===== src/rtl/bit_serializer.sv =====
// Parallel-to-serial shifter with a one-word holding register for gapless back-to-back frames.
// Define SER_PARITY_EN to append an even-parity bit to every frame (FRAME = WIDTH+1).
module bit_serializer #(
  parameter int WIDTH     = 8,
  parameter bit MSB_FIRST = 1'b1
) (
  input  logic             clk,
  input  logic             nRESET,
  input  logic [WIDTH-1:0] din,
  input  logic             din_valid,
  output logic             din_ready,
  output logic             sout,
  output logic             sout_valid,
  output logic             busy
);

`ifdef SER_PARITY_EN
  localparam int FRAME = WIDTH + 1;
`else
  localparam int FRAME = WIDTH;
`endif
  localparam int            CW   = $clog2(FRAME);
  localparam logic [CW-1:0] LAST = CW'(FRAME - 1);

  typedef enum logic {S_IDLE, S_SHIFT} state_t;

  state_t           r_state;
  logic [CW-1:0]    r_cnt;
  logic [WIDTH-1:0] r_sh;
  logic [WIDTH-1:0] r_hold;
  logic             r_hold_full;
  logic             r_sout;
  logic             r_sout_valid;

  logic             w_accept;
  logic             w_free;
  logic [WIDTH-1:0] w_load_word;
  logic             w_load_bit;
  logic [WIDTH-1:0] w_sh_adv;
  logic [CW-1:0]    w_cnt_inc;
  logic             w_next_bit;

  assign w_accept    = din_valid & ~r_hold_full;
  // The last bit is still on the wire during the edge that starts the next frame.
  assign w_free      = (r_state == S_IDLE) | (r_cnt == LAST);
  assign w_load_word = r_hold_full ? r_hold : din;
  assign w_load_bit  = MSB_FIRST ? w_load_word[WIDTH-1] : w_load_word[0];
  assign w_sh_adv    = MSB_FIRST ? (r_sh << 1) : (r_sh >> 1);
  assign w_cnt_inc   = r_cnt + CW'(1);

`ifdef SER_PARITY_EN
  localparam logic [CW-1:0] PAR_POS = CW'(WIDTH);
  logic r_par;

  assign w_next_bit = (w_cnt_inc == PAR_POS) ? r_par
                    : (MSB_FIRST ? w_sh_adv[WIDTH-1] : w_sh_adv[0]);

  always_ff @(posedge clk or negedge nRESET) begin
    if (!nRESET)
      r_par <= 1'b0;
    else if (w_free && (r_hold_full || w_accept))
      r_par <= ^w_load_word;
  end
`else
  assign w_next_bit = MSB_FIRST ? w_sh_adv[WIDTH-1] : w_sh_adv[0];
`endif

  // NOTE: state uses non-blocking assignments so every register samples pre-edge values;
  // the data registers are reset too, so nothing from an aborted frame survives reset.
  always_ff @(posedge clk or negedge nRESET) begin
    if (!nRESET) begin
      r_state      <= S_IDLE;
      r_cnt        <= '0;
      r_sh         <= '0;
      r_hold       <= '0;
      r_hold_full  <= 1'b0;
      r_sout       <= 1'b0;
      r_sout_valid <= 1'b0;
    end else if (w_free) begin
      if (r_hold_full || w_accept) begin
        r_state      <= S_SHIFT;
        r_sout_valid <= 1'b1;
        r_cnt        <= '0;
        r_sh         <= w_load_word;
        r_sout       <= w_load_bit;
        if (r_hold_full) begin
          if (w_accept)
            r_hold <= din;
          else
            r_hold_full <= 1'b0;
        end
      end else begin
        r_state      <= S_IDLE;
        r_sout_valid <= 1'b0;
        r_sout       <= 1'b0;
        r_cnt        <= '0;
      end
    end else begin
      r_cnt  <= w_cnt_inc;
      r_sh   <= w_sh_adv;
      r_sout <= w_next_bit;
      if (w_accept) begin
        r_hold      <= din;
        r_hold_full <= 1'b1;
      end
    end
  end

  assign din_ready  = ~r_hold_full;
  assign busy       = (r_state == S_SHIFT) | r_hold_full;
  assign sout       = r_sout;
  assign sout_valid = r_sout_valid;

endmodule


===== config.mk =====
export PLATFORM = sky130hd
export DESIGN_NAME = bit_serializer
export DESIGN_NICKNAME = d
export VERILOG_FILES = /design/src/rtl/bit_serializer.sv
export SDC_FILE = /design/constraint.sdc
export NUM_CORES = 1
export LEC_CHECK = 0
export CAP_MARGIN = 10
export CORE_MARGIN = 3
export CORE_UTILIZATION = 55
export CTS_CLUSTER_SIZE = 8
export DETAILED_ROUTE_END_ITERATION = 16
export PLACE_DENSITY = 0.78
export SYNTH_ARGS = -nofsm -noshare
export SYNTH_HDL_FRONTEND = slang
export SYNTH_SLANG_ARGS = --single-unit

===== constraint.sdc =====
create_clock -name clk -period 2.9 [get_ports clk]
set_input_delay 0.29 -clock clk [delete_from_list [all_inputs] [get_ports clk]]
set_output_delay 0.29 -clock clk [all_outputs]
set_load 0.03 [all_outputs]

=== Word-level counts from Yosys, hierarchy flattened ===
Index checks and enable logic that the tools add are counted.

* $add $sub $neg: 1
* Equal/unequal tests: 3
* Muxes and demuxes: 16
* Bitwise gates (word level): 5
* Reductions and logical operators: 4

{| class="wikitable"
|+ Operators by type and width
! cell !! number
|-
| $mux 8 || 5
|-
| $mux 7 || 2
|-
| $mux 1 || 8
|-
| $reduce_and 2->1 || 2
|-
| $add 3x1->3 const B || 1
|-
| $eq 3x3->1 const B || 1
|-
| $mux 3 || 1
|-
| $ne 2x1->1 const B || 1
|-
| $ne 2x2->1 const B || 1
|-
| $not 1->1 || 2
|-
| $or 1x1->1 || 2
|-
| $reduce_bool 2->1 || 1
|-
| $and 1x1->1 || 1
|-
| $logic_or 1x1->1 || 1
|}

* Flip-flop bits (word level): 21
* Output and inout bits: 4

=== Logic depth before layout (Yosys ltp) ===
Gate-level depths: netlist (run 1).

* Depth after elaboration: 6
* Depth in mapped cells: 7
* Mapped depth without buffers: 5

=== Worst setup path after synthesis (run 1) ===
OpenSTA, ideal clock, no wires.

* Kind: flip-flop to flip-flop
* Start: reg r_cnt[0]
* End: reg r_hold[0]
* Library setup time: 125 ps
* Arrival: 1,591 ps
* Data required time: 2,775 ps
* Slack: 1,184 ps
* Cell stages (with the launch flop): 8
* Path through: dfrtp_1 ha_1 ha_1 nor2b_4 buf_6 and3_4 buf_6 mux2_4

* Cells in the longest elaborated chain, start to end: 4
* Elaborated cells on any way between the ends: 6

{| class="wikitable"
|+ RTL lines
! item !! line !! RTL
|-
| start: declaration || 28 || <nowiki>logic [CW-1:0] r_cnt;</nowiki>
|-
| start signal: assignment || 99 || <nowiki>r_cnt <= w_cnt_inc;</nowiki>
|-
| $eq 3x3->1 (*) || 45 || <nowiki>assign w_free = (r_state == S_IDLE) | (r_cnt == LAST);</nowiki>
|-
| $or 1x1->1 (*) || 45 ||
|-
| $ne 2x2->1 (no source line) / $ne 2x1->1 (equally long branches) || n/a ||
|-
| $reduce_and 2->1 (no source line) || n/a ||
|-
| end signal: assignment || 88 || <nowiki>r_hold <= din;</nowiki>
|-
| end signal: assignment || 103 || <nowiki>r_hold <= din;</nowiki>
|-
| end: declaration || 30 || <nowiki>logic [WIDTH-1:0] r_hold;</nowiki>
|}

Every way passes the cells marked *; elsewhere a longest branch is shown, timed or not.
A chain may end at the register's enable or synchronous reset.

=== Worst setup path after layout (run 1) ===
* Start: reg r_hold_full
* End: out din_ready

* Cells in the longest elaborated chain, start to end: 1

{| class="wikitable"
|+ RTL lines
! item !! line !! RTL
|-
| start: declaration || 31 || <nowiki>logic r_hold_full;</nowiki>
|-
| start signal: assignment || 76 || <nowiki>r_hold_full <= 1'b0;</nowiki>
|-
| start signal: assignment || 90 || <nowiki>r_hold_full <= 1'b0;</nowiki>
|-
| start signal: assignment || 104 || <nowiki>r_hold_full <= 1'b1;</nowiki>
|-
| $not 1->1 || 109 || <nowiki>assign din_ready = ~r_hold_full;</nowiki>
|-
| end: declaration || 11 || <nowiki>output logic din_ready,</nowiki>
|}

Every way passes these cells.

==> results.toml, run 1 <==
[route]
routed_wl_um = 1790
drc = 0
final_antenna_net_count = 0
drt_first_pass_iters = 4
vias = 689
drtIter0Drc = 5
routedWlPerCell_um = 14.7
via_per_inst = 5.65

[synth]
synthesis.area_per_instance_sq_um = 11.6
ys_types = 20
synth-seq-cells = 21
async_flop_share_pct = 100
yosysTopAreaCellShare_pct = 53.3
synth-seq-area-share_pct = 53.3
ys.flop_type = "dfrtp_1"
yosys-top-cells-area = "dfrtp_1 53%, mux2_4 12%, o21ai_0 6.6%"
yosysWarnings = 0
synth_common_cells = "21 x dfrtp_1, 13 x o21ai_0, 8 x mux2_4"
synth.most_common_cell = "dfrtp_1"
yosysTopAreaCell = "dfrtp_1"
synth_cells = 85
synth_edf_count = 0
syn_nets = 98
netlist_area_sq_um = 986

[die]
start_util_pct = 61.9
die_y_um = 48.3
fp.coreArea_sq_um = 1590
rows = 14
dieWidth_um = 48.3
die_area_sq_um = 2340
ios = 15

[power_and_ir_drop]
power.switching_uw = 341
p_clk_share_pct = 13.7
swShare_pct = 33.5
ir_drop_v = 0.000495
p_per_area_nw_per_um2 = 887
p_seq_share_pct = 48.1
internal_power_uw = 678
combPwrFrac_pct = 38.2
cellLeakagePower_uw = 0.000504

[clock_network]
cts_sinks = 21
clk_pin_slew_ns = 0.12
cts_made_buffers = 3
cts_buffer_depth = 2
cts_tree = "done"
postCtsSetupRepairBufs = 0
cts_resized = 0
htree_levels = 1
clk_latency_ns = 0.30
cts-root-buf = "clkbuf_4"
hold_buffers = 0

[sta]
slew_headroom_pct = 38.4
setup_tns_ns = 0
setup_viol = 0
final-hold-violation-count = 0
fin_crit_ns = 2.13
holdWs_ns = 0.443
worstMarginPinSlew_ns = 0.921
fmax_mhz = 469
slew_viol_final = 0
rsz0062_at_grt = "no"
fin_skew_ns = 0.00174
period_share_pct = 73.6

[global_routing]
antenna_found_initial = 0
grtUsageTotal_pct = 17.8
grt_pass1_wl_um = 3310
overflow = 0
grt_pass1_vias = 733
grt_start_max_net_pins = 22

[layout]
drive_gt1_share_pct = 16.3
antenna_cells = 0
area_delta_synth_final_pct = 16.6
fin_util_pct = 72.1
nets = 112

[critical_path]
cp.required_ns = 2.61
slowest_delay_ns = 0.73
crit_chain = "inv_1 > clkdlybuf4s50_1"
cp_num_cells = 2
critPathCaptureType = "primary output"
critPathSlowestCell = "clkdlybuf4s50_1"
cp_top_family = "buffers and inverters"
worst-setup-path-type = "register to primary output"
path_max_fanout = 11
rr_worst_depth = 5
critPathArrivalTime_ns = 1.84
cp-start-kind = "register"
crit_buf_inv = 2

[placed_design]
gp_congestion = 0.782
numPortBuffers = 14
place_hpwl_um = 1200

[min_path]
hp-class = "register to register"
min_delay_path_depth = 1

[run_status]
status = "finished, final reports clean"

[run]
drv_cap = 0
-- worst register-to-register path: stages (launching register included) --
cell     delay, ns
dfrtp_1       0.40
ha_1          0.20
ha_1          0.22
nor2b_4       0.23
and3_4        0.33
mux2_4        0.32
-- routing by layer --
metal  vias up  GRT usage (%)  wire length (um)
met5         -              0                 0
met3         2           3.37                65
met2        13           28.7               897
met4         0           7.11                14
li1        316              -                 -
met1       358           23.7               813
-- cell usage in the layout (no fill, tap or decap), drive strengths merged, types with 2 or more instances in the layout --
cell type	count
dfrtp	21
clkdlybuf4s50	14
o21ai	13
mux2	8
nand2	7
nor2b	7
a211oi	6
nor2	4
a21oi	3
clkbuf	3
and2	2
ha	2
-- power by group through the flow --
stage / logic, uW / registers (uW) / clock network [uW]
detailed placement: 388 / 495 / 0
floorplan: 316 / 479 / 0
CTS: 394 / 491 / 140
global placement: 378 / 492 / 0
global route: 433 / 507 / 159
finish: 389 / 491 / 140
-- final timing paths --
check | startpoint | to | slack [ns]
worst min-delay path | r_cnt[0]$_DFF_PN0_ | r_cnt[0]$_DFF_PN0_ | 0.44
worst min register to register | r_cnt[0]$_DFF_PN0_ | r_cnt[0]$_DFF_PN0_ | 0.44
worst max-delay path | r_hold_full$_DFFE_PN0P_ | din_ready | 0.77
min in group asynchronous | nRESET | r_sh[6]$_DFFE_PN0P_ | 0.49
worst max register to register | r_cnt[0]$_DFF_PN0_ | r_hold[0]$_DFFE_PN0P_ | 1.08
max in group asynchronous | nRESET | r_cnt[2]$_DFF_PN0_ | 1.85
-- cell families after synthesis --
family | Yosys count | share of synthesized area, %
flip-flops | 21 | 53.3
multiplexers | 9 | 13.2
buffers and inverters | 7 | 4.57
AND/OR/NAND/NOR | 24 | 13.7
AO/OA/AOI/OAI | 22 | 12.7
adder cells (fa/ha/maj) | 2 | 2.54
-- flip-flops by register name, summed over array words and instances (netlist names) --
name / cells
r_cnt: 3
sout: 1
r_hold_full: 1
r_sh: 7
sout_valid: 1
r_hold: 8
-- layout make-up --
class | instances | area (sq um)
Clock inverter | 1 | 5.00
Clock buffer | 3 | 22.5
Tap cell | 24 | 30.0
Inverter | 1 | 3.75
Multi-Input combinational cell | 57 | 415
Timing Repair Buffer | 15 | 148
Sequential cell | 21 | 526
Fill cell | 123 | 444
-- per-stage QoR --
stage | setup slack, ns | power, uW | area (sq um) | cells
finish | 0.767 | 1020 | 1150 | 122
global route | 0.654 | 1100 | 1150 | 122
CTS | 0.765 | 1030 | 1150 | 122
detailed placement | 1.11 | 884 | 1120 | 118
global placement | 1.08 | 870 | 1120 | 118
floorplan | 1.18 | 795 | 986 | 85
(Power assumes the default switching activity.)
==> run 2, diff against run 1 <==
Settings changed: CORE_UTILIZATION 55 to 51, PLACE_DENSITY 0.78 to 0.73.
Clock period 2.9 ns to 2 ns, I/O delays scaled along.
==> run 2 against run 1 <==
Clock power up 45%. Setup slack got worse by 0.68 ns. Non-clock buffer count up 2. Final cell count increased by 2.5%. Clock-buffer cell count stayed put. Register-to-register slack lost 0.74 ns. Global-route usage decreased by 0.52 points. First-iteration DRC count unchanged. Critical endpoint is now busy. Via count is 5.8% lower. Utilization is 6.8 points lower. Hold slack worse by 0.22 ns. Power rose by 45%.
==> results.toml, run 2 (synthesized netlist as in run 1, its figures left out) <==
[run_status]
status = "finished, final reports clean"

[clock_network]
cts_resized = 1
cts-root-buf = "clkbuf_4"
hold_buffers = 0
cts_tree = "done"
htree_levels = 1
cts_made_buffers = 3
cts_buffer_depth = 2
cts_sinks = 21
clk_pin_slew_ns = 0.12
clk_latency_ns = 0.31
postCtsSetupRepairBufs = 0

[placed_design]
dpl_cell_area_sq_um = 1140
gp_congestion = 0.812
pre_cts_slack_ns = 0.326
place_hpwl_um = 1170
numPortBuffers = 14

[sta]
period_share_pct = 95.8
fmax_mhz = 522
slew_headroom_pct = 77.7
setup_tns_ns = 0
final-hold-violation-count = 0
setup_viol = 0
setup_ws_ns = 0.0834
slew_viol_final = 0
fin_crit_ns = 1.92
fin_skew_ns = 0.00677
rsz0062_at_grt = "no"
worstMarginPinSlew_ns = 0.335

[critical_path]
critPathArrivalTime_ns = 1.72
slowest_delay_ns = 0.59
worst-setup-path-type = "register to primary output"
cp.required_ns = 1.80
critPathCaptureType = "primary output"
crit_buf_inv = 1
crit_chain = "or2_2 > clkdlybuf4s50_1"
critPathSlowestCell = "clkdlybuf4s50_1"
cp_top_family = "buffers and inverters"
path_max_fanout = 10
cp-start-kind = "register"

[route]
final_antenna_net_count = 0
routed_wl_um = 1730
drt_first_pass_iters = 2
drc = 0
via_per_inst = 5.19
drtIter0Drc = 5
vias = 649
routedWlPerCell_um = 13.8

[power_and_ir_drop]
ir_drop_v = 0.000889
p_per_area_nw_per_um2 = 1270
cellLeakagePower_uw = 0.000517

[layout]
layout_commonest_cell = "dfrtp_1"
drive_gt1_share_pct = 18.0
area_delta_synth_final_pct = 18.1
n_fill_cell = 156
largest_reg_flops = 8
antenna_cells = 0
layout_common_cells = "21 x dfrtp_1, 13 x o21ai_0, 13 x clkdlybuf4s50_1"
regMostFlops = "r_hold"
fin_area_sq_um = 1160
nets = 114
reg.largest.list = "r_hold (8), r_sh (7), r_cnt (3)"

[die]
ios = 15
rows = 15
die_y_um = 50.0
die_area_sq_um = 2500
start_util_pct = 55.3
fp.coreArea_sq_um = 1780
dieWidth_um = 50.0

[global_routing]
grt_pass1_vias = 709
grt_pass1_wl_um = 3210
antenna_found_initial = 0
grt_start_max_net_pins = 22
grtUsageTotal_pct = 17.2
overflow = 0

[min_path]
hp-class = "input port to asynchronous set/reset pin"

[run]
drv_cap = 0
## run 2: changes by cell type in the layout (fill, tap and decap cells not counted), sizes merged
cell           delta
buf               +2
clkdlybuf4s50     -1
dlygate4sd2       +1
## run 2: path summary, 6_finish.rpt
kind / startpoint / end / slack (ns) / cells after the start
setup / recovery: r_hold_full$_DFFE_PN0P_ / busy / 0.08 / 2
hold / removal: nRESET / r_sh[6]$_DFFE_PN0P_ / 0.23 / 2
setup reg to reg: r_cnt[0]$_DFF_PN0_ / r_hold[6]$_DFFE_PN0P_ / 0.34 / 5
hold reg to reg: r_cnt[0]$_DFF_PN0_ / r_cnt[0]$_DFF_PN0_ / 0.45 / 1
max in group asynchronous: nRESET / r_hold_full$_DFFE_PN0P_ / 1.56 / 2
min in group clk: r_cnt[0]$_DFF_PN0_ / r_cnt[0]$_DFF_PN0_ / 0.45 / 1
## run 2: report_power, final
| group | internal, uW | switching [uW] |
|---|---|---|
| Combinational | 307 | 261 |
| Sequential | 608 | 101 |
| Clock | 74.7 | 128 |
| Total | 990 | 491 |
## run 2: metrics by stage
step	util, %	std cells	power, uW	hold WS (ns)
floorplan	-	85	1150	-0.0956
global placement	63.9	121	1270	0.421
detailed placement	63.9	121	1290	0.430
CTS	65.3	125	1500	0.220
global route	65.3	125	1620	0.219
finish	65.3	125	1480	0.225
## run 2: area by class of cell
| cell class | count | area, sq um | share of cell area [%] |
|---|---|---|---|
| Clock buffer | 3 | 22.5 | 1.93 |
| Tap cell | 25 | 31.3 | 2.69 |
| Timing Repair Buffer | 17 | 161 | 13.9 |
| Multi-Input combinational cell | 57 | 415 | 35.7 |
| Inverter | 1 | 3.75 | 0.322 |
| Sequential cell | 21 | 526 | 45.1 |
| Clock inverter | 1 | 5.00 | 0.430 |
## run 2: metal layers
layer | global-route usage, % | vias up | part of all wire (%)
li1 | - | 323 | -
met1 | 23.4 | 305 | 49
met2 | 24.0 | 17 | 44
met3 | 6.95 | 4 | 5.7
met4 | 7.37 | 0 | 1.4
met5 | 0 | - | 0
## run 2: worst reg2reg max path: stages (launching register included)
cell and delay (ns):
dfrtp_1 0.40, ha_1 0.20, ha_1 0.21, nor2b_4 0.12, and3_4 0.30, mux2_4 0.32
